**src/rtl/charlieplex_seq_pkg.sv**
```systemverilog
// Shared register map, control-bit positions, FSM encoding and display geometry
// for the charlieplex frame sequencer.
package charlieplex_seq_pkg;

  localparam logic [5:0] ADR_CTRL   = 6'h20;
  localparam logic [5:0] ADR_PERIOD = 6'h21;
  localparam logic [5:0] ADR_STATUS = 6'h22;

  localparam int CTRL_EN   = 0;
  localparam int CTRL_LOOP = 1;
  localparam int CTRL_LAST = 2;

  localparam int N_FRAMES = 4;
  localparam int N_ROWS   = 5;

  typedef enum logic [1:0] {S_IDLE, S_LOAD, S_WAIT} state_t;

  function automatic logic row_valid(input logic [2:0] r);
    return r < 3'(N_ROWS);
  endfunction

endpackage

```
**src/rtl/iWishbone.sv**
```systemverilog
// Minimal single-beat bus: mPeri is the responding side, mCtrl the issuing side.
// The responder acks one cycle after stb; the issuer holds stb until ack.
interface iWishbone;
  logic       clk;
  logic       rst;
  logic       stb;
  logic       we;
  logic [5:0] adr;
  logic [7:0] dat_c;
  logic [7:0] dat_p;
  logic       ack;

  modport mPeri (input clk, rst, stb, we, adr, dat_c, output dat_p, ack);
  modport mCtrl (input ack, output stb, we, adr, dat_c);
endinterface

```
**src/rtl/charlieplex_seq_tick.sv**
```systemverilog
// Restartable divider: tick pulses on the DIV-th cycle after restart drops, then every DIV cycles.
// Held at zero while restart is high, so a new wait always starts a full period.
module charlieplex_seq_tick #(
  parameter int DIV = 2
) (
  input  logic clk,
  input  logic rst,
  input  logic restart,
  output logic tick
);
  localparam int W = (DIV > 2) ? $clog2(DIV) : 1;

  logic [W-1:0] cnt;

  assign tick = !restart && (cnt == W'(DIV - 1));

  always_ff @(posedge clk) begin
    if (rst || restart || tick) cnt <= '0;
    else                        cnt <= cnt + W'(1);
  end
endmodule

```
**src/rtl/charlieplex_sequencer.sv**
```systemverilog
// Plays up to four 5-row frames to a charlieplex display, PERIOD ticks per frame; CPU port acks next cycle.
// Row writes stall on cp.ack. irq_o pulses at sequence end only with CHARLIEPLEX_SEQUENCER_IRQ_EN.
module charlieplex_sequencer
  import charlieplex_seq_pkg::*;
#(
  parameter int nClkHz  = 12000000,
  parameter int nTickHz = 100
) (
  iWishbone.mPeri wb,
  iWishbone.mCtrl cp,
  output logic    irq_o
);
  logic       clk, rst;
  state_t     state;
  logic       en, loop, done, stop, cp_stb, ack_q;
  logic [1:0] last, frame, nf;
  logic [2:0] row;
  logic [7:0] period, ticks_left, cp_dat, rdata, dat_p_q;
  logic [6:0] mem [N_FRAMES][N_ROWS];
  logic       wr, ctrl_wr, stop_wr, tick, wait_end, fin;

  assign clk      = wb.clk;
  assign rst      = wb.rst;
  assign wr       = wb.stb && wb.we;
  assign ctrl_wr  = wr && (wb.adr == ADR_CTRL);
  assign stop_wr  = ctrl_wr && !wb.dat_c[CTRL_EN];
  assign wait_end = (state == S_WAIT) && tick && (ticks_left == 8'd1);
  assign fin      = wait_end && !stop_wr && !(frame < last) && !loop;
  assign nf       = (frame < last) ? frame + 2'd1 : 2'd0;

  charlieplex_seq_tick #(.DIV(nClkHz / nTickHz)) u_tick (
    .clk     (clk),
    .rst     (rst),
    .restart (state != S_WAIT),
    .tick    (tick)
  );

  always_ff @(posedge clk) begin
    if (wr && !wb.adr[5] && row_valid(wb.adr[2:0]))
      mem[wb.adr[4:3]][wb.adr[2:0]] <= wb.dat_c[6:0];
  end

  always_comb begin
    rdata = 8'h00;
    if (!wb.adr[5]) begin
      if (row_valid(wb.adr[2:0])) rdata = {1'b0, mem[wb.adr[4:3]][wb.adr[2:0]]};
    end else begin
      case (wb.adr)
        ADR_CTRL:   rdata = {4'b0, last, loop, en};
        ADR_PERIOD: rdata = period;
        ADR_STATUS: rdata = {4'b0, frame, done, state != S_IDLE};
        default:    rdata = 8'h00;
      endcase
    end
  end

  always_ff @(posedge clk) begin
    if (rst) begin
      ack_q   <= 1'b0;
      dat_p_q <= 8'h00;
    end else begin
      ack_q <= wb.stb;
      if (wb.stb) dat_p_q <= rdata;
    end
  end

  always_ff @(posedge clk) begin
    if (rst) begin
      state      <= S_IDLE;
      en         <= 1'b0;
      loop       <= 1'b0;
      last       <= 2'd0;
      period     <= 8'd1;
      done       <= 1'b0;
      stop       <= 1'b0;
      frame      <= 2'd0;
      row        <= 3'd0;
      cp_stb     <= 1'b0;
      cp_dat     <= 8'h00;
      ticks_left <= 8'd1;
    end else begin
      // LOOP/LAST always follow CTRL writes; EN only starts from IDLE.
      if (ctrl_wr) begin
        loop <= wb.dat_c[CTRL_LOOP];
        last <= wb.dat_c[CTRL_LAST +: 2];
        if (!wb.dat_c[CTRL_EN]) en <= 1'b0;
      end
      if (wr && wb.adr == ADR_PERIOD) period <= wb.dat_c;

      case (state)
        S_IDLE: begin
          if (ctrl_wr && wb.dat_c[CTRL_EN]) begin
            en     <= 1'b1;
            done   <= 1'b0;
            stop   <= 1'b0;
            frame  <= 2'd0;
            row    <= 3'd0;
            cp_stb <= 1'b1;
            cp_dat <= {1'b0, mem[0][0]};
            state  <= S_LOAD;
          end
        end
        S_LOAD: begin
          if (stop_wr) stop <= 1'b1;
          if (!cp_stb) begin
            cp_stb <= 1'b1;
            cp_dat <= {1'b0, mem[frame][row]};
          end else if (cp.ack) begin
            cp_stb <= 1'b0;
            if (row == 3'(N_ROWS - 1)) begin
              row <= 3'd0;
              if (stop || stop_wr) begin
                state <= S_IDLE;
              end else begin
                state      <= S_WAIT;
                ticks_left <= (period == 8'd0) ? 8'd1 : period;
              end
            end else begin
              row <= row + 3'd1;
            end
          end
        end
        S_WAIT: begin
          if (stop_wr) begin
            state <= S_IDLE;
          end else if (fin) begin
            en    <= 1'b0;
            done  <= 1'b1;
            state <= S_IDLE;
          end else if (wait_end) begin
            frame  <= nf;
            cp_stb <= 1'b1;
            cp_dat <= {1'b0, mem[nf][0]};
            state  <= S_LOAD;
          end else if (tick) begin
            ticks_left <= ticks_left - 8'd1;
          end
        end
        default: state <= S_IDLE;
      endcase
    end
  end

  assign wb.ack   = ack_q;
  assign wb.dat_p = dat_p_q;
  assign cp.stb   = cp_stb;
  assign cp.we    = cp_stb;
  assign cp.adr   = {3'b000, row};
  assign cp.dat_c = cp_dat;

`ifdef CHARLIEPLEX_SEQUENCER_IRQ_EN
  logic irq_q;
  always_ff @(posedge clk) begin
    if (rst) irq_q <= 1'b0;
    else     irq_q <= fin;
  end
  assign irq_o = irq_q;
`else
  assign irq_o = 1'b0;
`endif
endmodule

```
**src/flat_wrapper.sv**
```systemverilog
// flat-port wrapper written by rule: the top's interface ports become plain ports
module charlieplex_sequencer_flat import charlieplex_seq_pkg::*;
#(
  parameter int nClkHz  = 12000000,
  parameter int nTickHz = 100
)
  (irq_o, wb_clk, wb_rst, wb_stb, wb_we, wb_adr, wb_dat_c, wb_dat_p, wb_ack, cp_ack, cp_stb, cp_we, cp_adr, cp_dat_c);
  iWishbone wb_i ();
  iWishbone cp_i ();
  output logic irq_o;
  input wire logic [$bits(wb_i.clk)-1:0] wb_clk;
  input wire logic [$bits(wb_i.rst)-1:0] wb_rst;
  input wire logic [$bits(wb_i.stb)-1:0] wb_stb;
  input wire logic [$bits(wb_i.we)-1:0] wb_we;
  input wire logic [$bits(wb_i.adr)-1:0] wb_adr;
  input wire logic [$bits(wb_i.dat_c)-1:0] wb_dat_c;
  output wire logic [$bits(wb_i.dat_p)-1:0] wb_dat_p;
  output wire logic [$bits(wb_i.ack)-1:0] wb_ack;
  input wire logic [$bits(cp_i.ack)-1:0] cp_ack;
  output wire logic [$bits(cp_i.stb)-1:0] cp_stb;
  output wire logic [$bits(cp_i.we)-1:0] cp_we;
  output wire logic [$bits(cp_i.adr)-1:0] cp_adr;
  output wire logic [$bits(cp_i.dat_c)-1:0] cp_dat_c;
  assign wb_i.clk = wb_clk;
  assign wb_i.rst = wb_rst;
  assign wb_i.stb = wb_stb;
  assign wb_i.we = wb_we;
  assign wb_i.adr = wb_adr;
  assign wb_i.dat_c = wb_dat_c;
  assign wb_dat_p = wb_i.dat_p;
  assign wb_ack = wb_i.ack;
  assign cp_i.ack = cp_ack;
  assign cp_stb = cp_i.stb;
  assign cp_we = cp_i.we;
  assign cp_adr = cp_i.adr;
  assign cp_dat_c = cp_i.dat_c;
  charlieplex_sequencer #(.nClkHz(nClkHz), .nTickHz(nTickHz)) u_core (.wb(wb_i), .cp(cp_i), .irq_o(irq_o));
endmodule
```
**config.mk**
```make
export PLATFORM = sky130hd
export DESIGN_NAME = charlieplex_sequencer_flat
export DESIGN_NICKNAME = d
export VERILOG_FILES = /design/src/rtl/charlieplex_seq_pkg.sv /design/src/rtl/iWishbone.sv /design/src/rtl/charlieplex_seq_tick.sv /design/src/rtl/charlieplex_sequencer.sv /design/src/flat_wrapper.sv
export SDC_FILE = /design/constraint.sdc
export NUM_CORES = 1
export LEC_CHECK = 0
export CAP_MARGIN = 20
export CORE_ASPECT_RATIO = 0.75
export CORE_UTILIZATION = 55
export CTS_CLUSTER_SIZE = 24
export DETAILED_ROUTE_END_ITERATION = 12
export PLACE_DENSITY = 0.73
export REMOVE_ABC_BUFFERS = 1
export SYNTH_ARGS = -nofsm -noshare
export SYNTH_HDL_FRONTEND = slang
export SYNTH_SLANG_ARGS = --single-unit
```
**constraint.sdc**
```tcl
create_clock -name wb_clk -period 2.7 [get_ports wb_clk]
set_clock_uncertainty 0.15 [all_clocks]
set_input_delay 0.405 -clock wb_clk [delete_from_list [all_inputs] [get_ports wb_clk]]
set_output_delay 0.405 -clock wb_clk [all_outputs]
set_load 0.02 [all_outputs]
```
==> run summary <==
The flow ran to the end, and the final reports show no timing, DRC or antenna violations. The overall power after layout came out at 7.08 mW. For the instance area after placement, the log shows 11,300 um^2. The leakage power came out at 3.99 nW. The critical path starts at u_core.u_tick.cnt[16]. The die span in x is 159 um, and the number of inserted filler cells in the final layout is 1,273. The tools report the number of library cell types mapped by synthesis as 66.

In this run, the number of DRC markers left after iteration 0 of detailed routing was 1,034. The top fanout value on the critical path came out at 9. The core region is 17,800 um^2. The tools report the clock sink total as 205. Across the run, the number of max-cap violations was 0.

Setup slack on the worst reg-to-reg path comes out at 0.06 ns. The final net count was 921; the fraction of the yosys area taken by sequential cells was 54.3%. The power per unit of standard cell area came out at 588 nW/um^2. The synthesis warning total came out at 0. The end point of the worst hold path is u_core.cp.dat_c[2]. After detailed routing, the number of vias per cell comes to 6.61.

Final hold analysis gives a worst-case slack of 0.323 ns. The tools report the total count of hold-check failures in the final report as 0. The number of flops mapped to enable cells by yosys was 140; the area added between synthesis and finish was 19.0%. The root buffer cell chosen for the clock tree is clkbuf_16.

The count of standard-cell rows was 42. After synthesis, the cell types taking the most area are edfxtp_1, mux4_2, dfxtp_1. In the synthesized netlist, the number of instances is 786.

In the final timing run, aggregate negative setup slack is 0 ns. Deepest level of the CTS H-tree: 1. VDD sags by at most 525 uV.

The tools report the endpoint of the worst register-to-register path as u_core.ticks_left[4]. Of the cells placed in the final design, the portion with a size suffix greater than 1 is 24.4%. Critical path data required time: 2.98 ns. After clock tree synthesis, the clock-pin slew on the worst setup and hold paths is 0.07 ns. After routing the design area is 12,100 um^2. At the pin with the least slew margin, the transition time is 0.993 ns.

The detail route stage leaves a number of antenna-violating nets equal to 0. The clock period minus final worst setup slack works out to 2.64 ns. The commonest register cell after synthesis was edfxtp_1. The post-cts sizing count is 0, and the cell depth of the worst min-delay path is 1. The insertion delay to the later sink of the worst-skew pair was 0.51 ns. In the global route stage, overall resource usage came out at 30.9%. In this run, placement finished with an instance count of 1,111.

The worst path uses 97.8% of the clock period. Prior to clock tree synthesis, the placed netlist has a worst setup slack of -0.0754 ns. The area taken by flip-flops and latches is 5510 um^2. Number of max-slew violations in the final report: 0. The total stage count of the critical path is 7, and the global-route wire length before repair is 44,000 um. The least setup slack across all paths after layout is 0.0587 ns, and the I/O pin count is 45. After synthesis the cells add up to 10,100 um^2. The repair_antennas step left the layout with diodes totalling 0. The average instance area after synthesis is 12.9 um^2, and the largest net degree at the start of global routing is 33. The number of global-route vias before repair was 7,270.

Launching point of the worst reg2reg path: u_core.u_tick.cnt[16]. The critical path is of the reg -> reg type. For the overflow left after global routing, the log shows 0.

In the final layout, the multi-input gates occupy 4350 um^2. Path category of the worst min-delay check: reg -> reg. The last weighted congestion value of the routability-driven placer was 0.916.

Data on the critical path arrives at its endpoint at 2.92 ns. Based on the critical path, the design can be clocked at up to 379 MHz. The tools report the wire length after detailed routing as 28,400 um. For the worst flop-to-flop path, the logic depth is 7. Walking the worst path, the cells encountered are or4bb_4 -> nor4_4 -> buf_4 -> nand2_1 -> a21o_2 -> or4b_1 -> a31oi_1. Setup repair after global routing could not meet its margin everywhere. In this run the tightest slew margin relative to its limit is 33.6%. Sorting the synthesized cells by how often they occur yields edfxtp_1, nor2_1, nand2_1.

The post-route core utilization came out at 67.7%. Number of buffers inserted by port buffering: 39. The full die area is 19,000 um^2. The critical-path cell with the highest stage delay was or4bb_4. The number of antenna violations at the first check in global routing was 0. Routed length per placed instance: 24.8 um.

The detailed-route via count was 7,584. TritonCTS built the clock tree. TritonCTS created 21 clock buffers. Once detailed placement completed, the half-perimeter wirelength came to 20,200 um. The startpoint identified for the worst hold timing path is u_core.cp.dat_c[2].

The logs give 5 for the first-pass iteration count of the detailed router and 0 for the setup violation total in the final timing report. The synthesized design devotes to its leading area cell type 41.5% of total area. The maximum root-to-sink buffer count is 3. Die extent in y: 120 um. Starting density of the core: 56.9%. The run gives 0 as the post-CTS repair timing setup buffer count. The total buffers and inverters traversed by the critical path is 1. The category of cells accounting for the largest share of critical-path delay was simple AND/OR/NAND/NOR gates. The final non-filler cell total is 1,148, and the flop and latch count out of synthesis is 205. In the post-synthesis netlist, the cell with the most instances is edfxtp_1.

For this run, design rule violations remaining after detail routing come to 0. Critical path endpoint category: a register. Fraction of registers with async set/reset: 0%. The element type at the critical path start was a register. Total of hold buffers inserted after clock tree synthesis: 0. The longest individual stage delay on the worst path came out at 0.56 ns. The largest total area in the synthesized netlist belongs to edfxtp_1.
[routing by layer]
metal | track usage (%) | wire length (um)
met3 | 7.33 | 3530
met5 | 0 | 0
met2 | 44.8 | 12300
met4 | 9.28 | 842
met1 | 46.4 | 11800
[cell usage in the layout, fill, tap and decap left out, drive strengths merged, types with 18 or more instances in the layout]
master         instances
edfxtp               140
nor2                  75
mux4                  66
nand3                 19
o21ai                 18
inv                   20
clkbuf                25
a21oi                 25
clkdlybuf4s50         37
buf                   94
nand2                 72
dfxtp                 65
mux2i                 34
[worst max path at each step]
stage | to | slack (ns)
2_1_floorplan | u_core.cp.dat_c[3] | -0.49
3_3_place_gp | u_core.ticks_left[6] | -0.02
3_5_place_dp | u_core.ticks_left[4] | -0.08
4_1_cts | u_core.ticks_left[4] | 0.05
5_1_grt | u_core.ticks_left[4] | -0.03
6_report | u_core.ticks_left[4] | 0.06
[flip-flops by register name, indices dropped and copies added, names as in the netlist, named ones only]
register / cells
u_core.done: 1
u_core.row: 3
u_core.wb.ack: 1
u_core.mem: 140
u_core.stop: 1
u_core.cp.stb: 1
u_core.frame: 2
u_core.cp.dat_c: 7
u_core.wb.dat_p: 8
u_core.state: 2
u_core.en: 1
u_core.u_tick.cnt: 17
u_core.period: 8
u_core.loop: 1
u_core.ticks_left: 8
u_core.last: 2
[where the power goes]
part	switching [mW]	leakage (nW)	internal (mW)
clock network	1.23	0.349	1.84
logic	0.347	1.86	0.257
registers	0.0240	1.78	3.38
total	1.60	3.99	5.48
[layout make-up]
class / count / area share, %
sequential: 205 / 45.7
multi-input combinational: 515 / 36.1
timing repair buffer: 131 / 9.20
clock buffer: 25 / 4.57
tap: 242 / 2.51
clock inverter: 12 / 1.40
inverter: 18 / 0.560
[kinds of logic after synthesis]
family	share of synthesized area (%)
AND/OR/NAND/NOR	12.4
multiplexers	19.2
adder cells (fa/ha/maj)	1.23
AO/OA/AOI/OAI	8.63
other	0.0370
XOR/XNOR	1.12
buffers and inverters	3.00
flip-flops	54.3
Power figures use the tool's default switching activity.
